### src/rtl/adc_par_reader.sv
// adc_par_reader: readout controller for a 4-channel, 12-bit parallel ADC.
// It runs the CONVST/BUSY/CS/RD handshake, keeps one result per channel
// and exposes the results on the 8-bit slow-control register bus.
// Optional build macro ADC_PAR_READER_AVG_EN: each channel is converted 4 times
// and the stored result is the mean (sum[13:2]).
module adc_par_reader #(
  parameter int CONV_TIMEOUT = 1000,
  parameter int T_CONVST     = 2,
  parameter int T_RD         = 3
) (
  input  logic        clk,
  input  logic        res,
  input  logic        we,
  input  logic [7:0]  addr,
  input  logic [7:0]  data_in,
  output logic [7:0]  data_out,
  input  logic        start_trig,
  output logic [1:0]  adc_a,
  output logic        adc_convst_n,
  output logic        adc_cs_n,
  output logic        adc_rd_n,
  input  logic        adc_busy_n,
  input  logic [11:0] adc_d,
  output logic        busy,
  output logic        done,
  output logic        timeout_err
);

  localparam int CW = $clog2(CONV_TIMEOUT + 1);
  localparam logic [CW-1:0] CONVST_LAST = CW'(T_CONVST - 1);
  localparam logic [CW-1:0] RD_LAST     = CW'(T_RD - 1);
  localparam logic [CW-1:0] WAIT_MIN    = CW'(3);
  localparam logic [CW-1:0] TO_LAST     = CW'(CONV_TIMEOUT - 1);

`ifdef ADC_PAR_READER_AVG_EN
  localparam int AW = 14;
`else
  localparam int AW = 12;
`endif

  typedef enum logic [2:0] {
    S_IDLE, S_SETUP, S_CONV, S_WAIT, S_READ, S_STORE, S_NEXT
  } state_t;

  state_t            state_q, state_d;
  logic [CW-1:0]     cnt_q, cnt_d;
  logic [1:0]        ch_q, ch_d;
  logic [3:0]        mask_q, mask_d;
  logic [7:0]        ctrl_q, ctrl_d;
  logic [AW-1:0]     acc_q, acc_d;
  logic [3:0][11:0]  rslt_q, rslt_d;
  logic              busy_s1_q, busy_s2_q;
  logic              convst_n_q, convst_n_d;
  logic              cs_n_q, cs_n_d;
  logic              rd_n_q, rd_n_d;
  logic              busy_q, busy_d;
  logic              done_q, done_d;
  logic              tout_q, tout_d;
  logic [7:0]        dout_q, dout_d;
`ifdef ADC_PAR_READER_AVG_EN
  logic [1:0]        rep_q, rep_d;
`endif

  logic        wr_ctrl, start_req;
  logic [3:0]  eff_mask;
  logic [2:0]  first_hit, next_hit, cont_hit;
  logic [11:0] store_val;

  // Lowest set mask bit at index >= from; returns {found, index}.
  function automatic logic [2:0] find_from(input logic [3:0] m, input logic [2:0] from);
    find_from = 3'b000;
    for (int i = 3; i >= 0; i--)
      if (m[i] && (3'(i) >= from)) find_from = {1'b1, 2'(i)};
  endfunction

  assign adc_a        = ch_q;
  assign adc_convst_n = convst_n_q;
  assign adc_cs_n     = cs_n_q;
  assign adc_rd_n     = rd_n_q;
  assign busy         = busy_q;
  assign done         = done_q;
  assign timeout_err  = tout_q;
  assign data_out     = dout_q;

`ifdef ADC_PAR_READER_AVG_EN
  assign store_val = acc_q[13:2];
`else
  assign store_val = acc_q;
`endif

  // Scan sequencer, register writes and the registered read mux.
  always_comb begin
    state_d = state_q;
    cnt_d   = cnt_q;
    ch_d    = ch_q;
    mask_d  = mask_q;
    acc_d   = acc_q;
    rslt_d  = rslt_q;
    done_d  = 1'b0;
`ifdef ADC_PAR_READER_AVG_EN
    rep_d   = rep_q;
`endif

    // START is self-clearing, so bit0 is never stored.
    wr_ctrl   = we && (addr == 8'h10);
    ctrl_d    = wr_ctrl ? {data_in[7:1], 1'b0} : ctrl_q;
    start_req = (wr_ctrl && data_in[0]) || start_trig;
    // A START written together with a new MASK scans the new MASK.
    eff_mask  = wr_ctrl ? data_in[7:4] : ctrl_q[7:4];

    // Any STATUS write clears the flag; a timeout in the same clock wins.
    tout_d = (we && (addr == 8'h11)) ? 1'b0 : tout_q;

    first_hit = find_from(eff_mask, 3'd0);
    next_hit  = find_from(mask_q, {1'b0, ch_q} + 3'd1);
    cont_hit  = find_from(ctrl_q[7:4], 3'd0);

    case (state_q)
      S_IDLE: begin
        if (start_req && (eff_mask != 4'd0)) begin
          mask_d  = eff_mask;
          ch_d    = first_hit[1:0];
          state_d = S_SETUP;
        end
      end
      S_SETUP: begin
        cnt_d   = '0;
        acc_d   = '0;
`ifdef ADC_PAR_READER_AVG_EN
        rep_d   = 2'd0;
`endif
        state_d = S_CONV;
      end
      S_CONV: begin
        if (cnt_q == CONVST_LAST) begin
          cnt_d   = '0;
          state_d = S_WAIT;
        end else begin
          cnt_d = cnt_q + 1'b1;
        end
      end
      S_WAIT: begin
        // The first 4 clocks cover the synchronizer delay before BUSY shows up.
        if ((cnt_q >= WAIT_MIN) && busy_s2_q) begin
          cnt_d   = '0;
          state_d = S_READ;
        end else if (cnt_q == TO_LAST) begin
          tout_d  = 1'b1;
          state_d = S_IDLE;
        end else begin
          cnt_d = cnt_q + 1'b1;
        end
      end
      S_READ: begin
        if (cnt_q == RD_LAST) begin
          cnt_d = '0;
`ifdef ADC_PAR_READER_AVG_EN
          acc_d = acc_q + {2'b00, adc_d};
          if (rep_q == 2'd3) begin
            state_d = S_STORE;
          end else begin
            rep_d   = rep_q + 2'd1;
            state_d = S_CONV;
          end
`else
          acc_d   = adc_d;
          state_d = S_STORE;
`endif
        end else begin
          cnt_d = cnt_q + 1'b1;
        end
      end
      S_STORE: begin
        rslt_d[ch_q] = store_val;
        state_d      = S_NEXT;
      end
      S_NEXT: begin
        if (next_hit[2]) begin
          ch_d    = next_hit[1:0];
          state_d = S_SETUP;
        end else begin
          done_d = 1'b1;
          // Continuous mode picks up the current MASK for the following scan.
          if (ctrl_q[1] && cont_hit[2]) begin
            mask_d  = ctrl_q[7:4];
            ch_d    = cont_hit[1:0];
            state_d = S_SETUP;
          end else begin
            state_d = S_IDLE;
          end
        end
      end
      default: state_d = S_IDLE;
    endcase

    // Strobes are registered from the next state so they are glitch-free.
    convst_n_d = (state_d != S_CONV);
    cs_n_d     = (state_d != S_READ);
    rd_n_d     = (state_d != S_READ);
    busy_d     = (state_d != S_IDLE);

    case (addr)
      8'h10:   dout_d = ctrl_q;
      8'h11:   dout_d = {6'b0, tout_q, busy_q};
      8'h12:   dout_d = rslt_q[0][7:0];
      8'h13:   dout_d = {4'b0, rslt_q[0][11:8]};
      8'h14:   dout_d = rslt_q[1][7:0];
      8'h15:   dout_d = {4'b0, rslt_q[1][11:8]};
      8'h16:   dout_d = rslt_q[2][7:0];
      8'h17:   dout_d = {4'b0, rslt_q[2][11:8]};
      8'h18:   dout_d = rslt_q[3][7:0];
      8'h19:   dout_d = {4'b0, rslt_q[3][11:8]};
      default: dout_d = 8'h00;
    endcase
  end

  // State, outputs and BUSY synchronizer; reset forces strobes high at once.
  always_ff @(posedge clk or posedge res) begin
    if (res) begin
      state_q    <= S_IDLE;
      cnt_q      <= '0;
      ch_q       <= 2'd0;
      mask_q     <= 4'd0;
      ctrl_q     <= 8'h00;
      acc_q      <= '0;
      rslt_q     <= '0;
      busy_s1_q  <= 1'b1;
      busy_s2_q  <= 1'b1;
      convst_n_q <= 1'b1;
      cs_n_q     <= 1'b1;
      rd_n_q     <= 1'b1;
      busy_q     <= 1'b0;
      done_q     <= 1'b0;
      tout_q     <= 1'b0;
      dout_q     <= 8'h00;
`ifdef ADC_PAR_READER_AVG_EN
      rep_q      <= 2'd0;
`endif
    end else begin
      state_q    <= state_d;
      cnt_q      <= cnt_d;
      ch_q       <= ch_d;
      mask_q     <= mask_d;
      ctrl_q     <= ctrl_d;
      acc_q      <= acc_d;
      rslt_q     <= rslt_d;
      busy_s1_q  <= adc_busy_n;
      busy_s2_q  <= busy_s1_q;
      convst_n_q <= convst_n_d;
      cs_n_q     <= cs_n_d;
      rd_n_q     <= rd_n_d;
      busy_q     <= busy_d;
      done_q     <= done_d;
      tout_q     <= tout_d;
      dout_q     <= dout_d;
`ifdef ADC_PAR_READER_AVG_EN
      rep_q      <= rep_d;
`endif
    end
  end

endmodule

### config.mk
export PLATFORM = sky130hd
export DESIGN_NAME = adc_par_reader
export DESIGN_NICKNAME = d
export VERILOG_FILES = /design/src/rtl/adc_par_reader.sv
export SDC_FILE = /design/constraint.sdc
export NUM_CORES = 1
export LEC_CHECK = 0
export ABC_AREA = 0
export BUFFER_PORTS_ARGS = -buffer_cell sky130_fd_sc_hd__buf_2
export CAP_MARGIN = 30
export CORE_ASPECT_RATIO = 2
export CORE_UTILIZATION = 40
export DETAILED_ROUTE_END_ITERATION = 8
export PLACE_DENSITY = 0.6
export SETUP_SLACK_MARGIN = 0.15
export SLEW_MARGIN = 10
export SYNTH_ARGS = -nofsm -noshare
export SYNTH_HDL_FRONTEND = slang
export SYNTH_SLANG_ARGS = --single-unit
### constraint.sdc
create_clock -name clk -period 3.81 [get_ports clk]
set_clock_uncertainty 0.05 [all_clocks]
set_input_delay 0 -clock clk [delete_from_list [all_inputs] [get_ports clk]]
set_output_delay 0 -clock clk [all_outputs]
set_load 0.1 [all_outputs]
After elaboration in Yosys (flattened, before gate mapping)
Index checks and enable logic that the tools add are counted.

cells by class
  muxes and demuxes = 46
  add/sub/neg operators = 2
  equal/unequal tests = 27
  reduce and logical (&&, ||, !) cells = 22
  order comparisons = 7

operators by type and width
  operator               count
  $eq 8x5->1 const B     10
  $pmux 8 s10            1
  $bwmux 48              1
  $mux 10                4
  $pmux 10 s4            1
  $mux 3                 13
  $demux 12 s2           1
  $mux 12                2
  $pmux 12 s2            1
  $pmux 3 s7             1
  $mux 4                 4
  $mux 2                 7
  $logic_and 1x1->1      11
  $add 10x1->10 const B  1
  $eq 10x1->1 const B    1
  $eq 10x10->1 const B   1
  $eq 10x2->1 const B    1
  $ge 10x2->1 const B    1
  $eq 3x3->1 const B     3
  $ne 3x3->1 const B     3
  $mux 1                 8
  $ne 2x2->1 const B     4
  $pmux 4 s2             1
  $reduce_bool 4->1      2
  16 further kinds       21

storage, ports and cells
  output and inout port bits = 16
  logic and storage cells = 122
  flip-flop bits (word level) = 101

Depth between registers and ports, before layout
  depth after elaboration = 10
  gate-level depth with buffers = 8
  gate-level depth less buffers = 7

Worst setup path before layout
Ideal clock, no wire load.

  kind = register to register
  start = register ch_q[1] (netlist: adc_a[1])
  end = register ch_q[1] (netlist: adc_a[1])
  library setup time = 126 ps
  slack = 1,604 ps
  stages on the path, launching flop included = 6
  data arrival time = 2,029 ps
  path buffers = 0
  cells stage by stage = dfrtp_1 > nand2_1 > a21oi_1 > a31oi_1 > nor2_1 > mux2_2

on the way
  longest elaborated chain between the ends = 9
  elaborated cells on any way between the ends = 17

ends and longest elaborated chain
  item                                                             RTL line  source
  start, declared                                                  47        logic [1:0] ch_q, ch_d;
  start signal, assigned                                           242       ch_q <= ch_d;
  $add 2x1->3 (*)                                                  115       next_hit = find_from(mask_q, {1'b0, ch_q} + 3'd1);
  $ge 2x3->1                                                       73        if (m[i] && (3'(i) >= from)) find_from = {1'b1, 2'(i)};
  $logic_and 1x1->1                                                73
  $mux 3 (3 in series)                                             73
  $mux 3 (*)                                                       73
  $ne 3x3->1 (no line) / $mux 2 (equally long branches)            -
  $reduce_and 3->1 (no line) / $pmux 2 s2 (equally long branches)  -

Mark *: on every way between the ends. The rest lies on a longest branch, timed or not.
A chain may end at the register's enable or synchronous reset.

Worst setup path in the final report
  start = register cnt_q[5]
  end = register acc_q[2]

on the way
  longest elaborated chain between the ends = 3

ends and longest elaborated chain
  item                        RTL line  source
  start, declared             46        logic [CW-1:0] cnt_q, cnt_d;
  start signal, assigned      241       cnt_q <= cnt_d;
  $eq 10x2->1                 155       if (cnt_q == RD_LAST) begin
  $ne 2x2->1 (no line)        -
  $reduce_and 2->1 (no line)  -
  end signal, assigned        225       acc_q <= '0;
  end signal, assigned        245       acc_q <= acc_d;
  end, declared               50        logic [AW-1:0] acc_q, acc_d;

No other way between the ends.

==> flow_summary.ini <==
[run_status]
status = finished clean

[critical_path]
arrival_ns = 2.59
path_max_fanout = 13
end_kind = register
start_kind = register
crit_type = register to register
critPathRequiredTime_ns = 4.05
worstRegToRegCells = 5

[floorplan]
core_area_sq_um = 11800
fp.dieH_um = 158
ios = 49
start_util_pct = 41.2
dieArea_sq_um = 12600
rows = 56
die_w_um = 79.8

[global_routing]
grt_pass1_vias = 3648
overflow = 0
grt_util_all_layers_pct = 20.6
grt_pass1_wl_um = 19000
antenna_found_initial = 0
grt_max_degree = 63

[sta]
worstMarginPinSlew_ns = 0.796
period_needed_ns = 2.35
hold_viol = 0
period_share_pct = 61.7
setup-tns-final_ns = 0
max-slew-margin-rel_pct = 47.0
slew_viol_final = 0
fmax_ghz = 0.425
rsz0062_at_grt = false
setup_violations = 0
whs_ns = 0.0198
worst_slack_ns = 1.46

[power]
p_leak_uw = 0.00275
p_total_uw = 2770
vdd_ir_drop_max_uv = 251
power.density_nw_per_um2 = 482

[placement]
hpwl_um = 8600
place_ws_ns = 1.44
dp.cells = 608
routabilityCongestion = 0.880
port_buffers = 48

[routing]
drc = 0
postRouteAntennaNets = 0
dr.pass1.iters = 4
vias = 3559
vias_per_cell = 5.52
drt_iter0_drc = 222
wl_um = 11900
avgRoutedWirePerCell_um = 18.5

[yosys]
synth_area_per_cell_sq_um = 11.3
synth_top_family_by_area = multiplexers
synth_edf_count = 0
yosysMostFrequentCell = dfrtp_1
muxShareOfSynthArea_pct = 17.9
yosys.area_share.simple_pct = 15.5
synth_top_cell_area_share_pct = 49.6
syn_nets = 464
yosys-top-cells-count = 96 x dfrtp_1, 66 x mux2_2, 38 x nand2_1, 24 x nand3_1, 24 x o21ai_0
yosysWarnings = 0
yosysSeqAreaShare_pct = 51.8
synth_cell_types = 69
synth_cells = 428
syn_area_sq_um = 4840
ys_async_sr_fraction_pct = 100
synthAdderAreaFrac_pct = 0.775
yosys.area.top_type = dfrtp_1
synth_area_leaders = dfrtp_1 50%, mux2_2 15%, nand2_1 2.9%
synth-main-ff-cell = dfrtp_1
yosys.area_share.xor_xnor_pct = 1.27
synth_compound_area_share_pct = 9.66
synth-seq-cells = 100

[clocking]
clockBufferDepth = 2
cts_sinks = 100
clockRootBuffer = clkbuf_16
cts_buffers = 9
post_cts_buffers = 0
clk_latency_ns = 0.34
cts_max_level = 3
path_clk_slew_ns = 0.07
tritoncts = built

[layout]
multi_input_area_sq_um = 2190
diodes = 0
ff_latch_area_sq_um = 2510
fin_nets = 532
fill_cells = 1093
area_growth_pct = 18.4
drive_gt1_share_pct = 31.6
final_cells = 645

[min_path]
holdPathStages = 3
hp-class = primary input to register

[job]
max_cap_violations = 0
power breakdown:
part           switching [uW]  leakage (uW)  total (uW)  internal, uW
clock network             393      0.000134         898           505
logic                     481       0.00125         678           196
registers                71.6       0.00137        1190          1120
total                     946       0.00275        2770          1820
placed cells by master, fill, tap and decap left out, types with 6 or more instances in the layout:
master / count
o21ai_0: 24
nand2_1: 38
dfrtp_1: 96
nor2_1: 22
a21oi_1: 11
buf_4: 6
mux2i_1: 8
inv_1: 14
nor3_1: 6
nand3_1: 24
mux2_2: 66
nand2b_1: 7
dlygate4sd3_1: 22
clkbuf_16: 9
buf_2: 48
area by class of cell:
| cell class | instances | area share [%] |
|---|---|---|
| Inverter | 16 | 1.09 |
| Tap cell | 145 | 3.16 |
| Sequential cell | 100 | 43.7 |
| Clock buffer | 9 | 3.92 |
| Multi-Input combinational cell | 293 | 38.2 |
| Timing Repair Buffer | 76 | 8.81 |
| Clock inverter | 6 | 1.16 |
path summary, 6_finish.rpt:
kind                                      start  slack, ns                    end
setup / recovery           cnt_q[5]$_DFFE_PP0P_       1.46   acc_q[2]$_DFFE_PP0P_
hold / removal                          addr[7]       0.02  data_out[1]$_DFF_PP0_
setup reg to reg           cnt_q[5]$_DFFE_PP0P_       1.46   acc_q[2]$_DFFE_PP0P_
hold reg to reg             busy_s1_q$_DFF_PP1_       0.31    busy_s2_q$_DFF_PP1_
max in group asynchronous                   res       2.44  data_out[1]$_DFF_PP0_
min in group asynchronous                   res       0.30   cnt_q[0]$_DFFE_PP0P_
what timing repair did:
action | in CTS | in global routing
hold buffers | 22 | 0
setup endpoints to repair | 0 | 0
gates resized for setup | 0 | 0
hold endpoints to repair | 78 | 0
routing by layer:
layer	up-vias	wire (um)	GRT usage, %
li1	1679	-	-
met1	1785	4590	22.8
met2	72	6670	38.3
met3	23	296	3.11
met4	0	379	8.93
met5	-	0	0
logic make-up after synthesis:
logic type                 Yosys count
and+or+nand+nor                    138
DFF                                100
muxes                               76
AOI/OAI and AO/OA                   69
buffers and inverters               35
xor gates and xnor gates             7
adders and majority gates            3
sequential cells by signal, summed over array words and instances (netlist names), 2 cells and up:
name      count
state_q       3
ctrl_q        7
data_out      8
adc_a         2
acc_q        12
rslt_q       48
cnt_q        10
mask_q        3
per-stage QoR:
stage	area (sq um)	utilization, %
finish	5740	48.7
CTS	5740	48.7
floorplan	4840	-
global route	5740	48.7
global placement	5230	44.4
detailed placement	5230	44.4
critical path, stage by stage, from the launching register on:
cell and delay [ns]:
dfrtp_1 0.44, or4_4 0.60, o41a_1 0.61, nor2_4 0.36, nand3_1 0.14, nand2_1 0.08
Power figures use the tool's default switching activity.
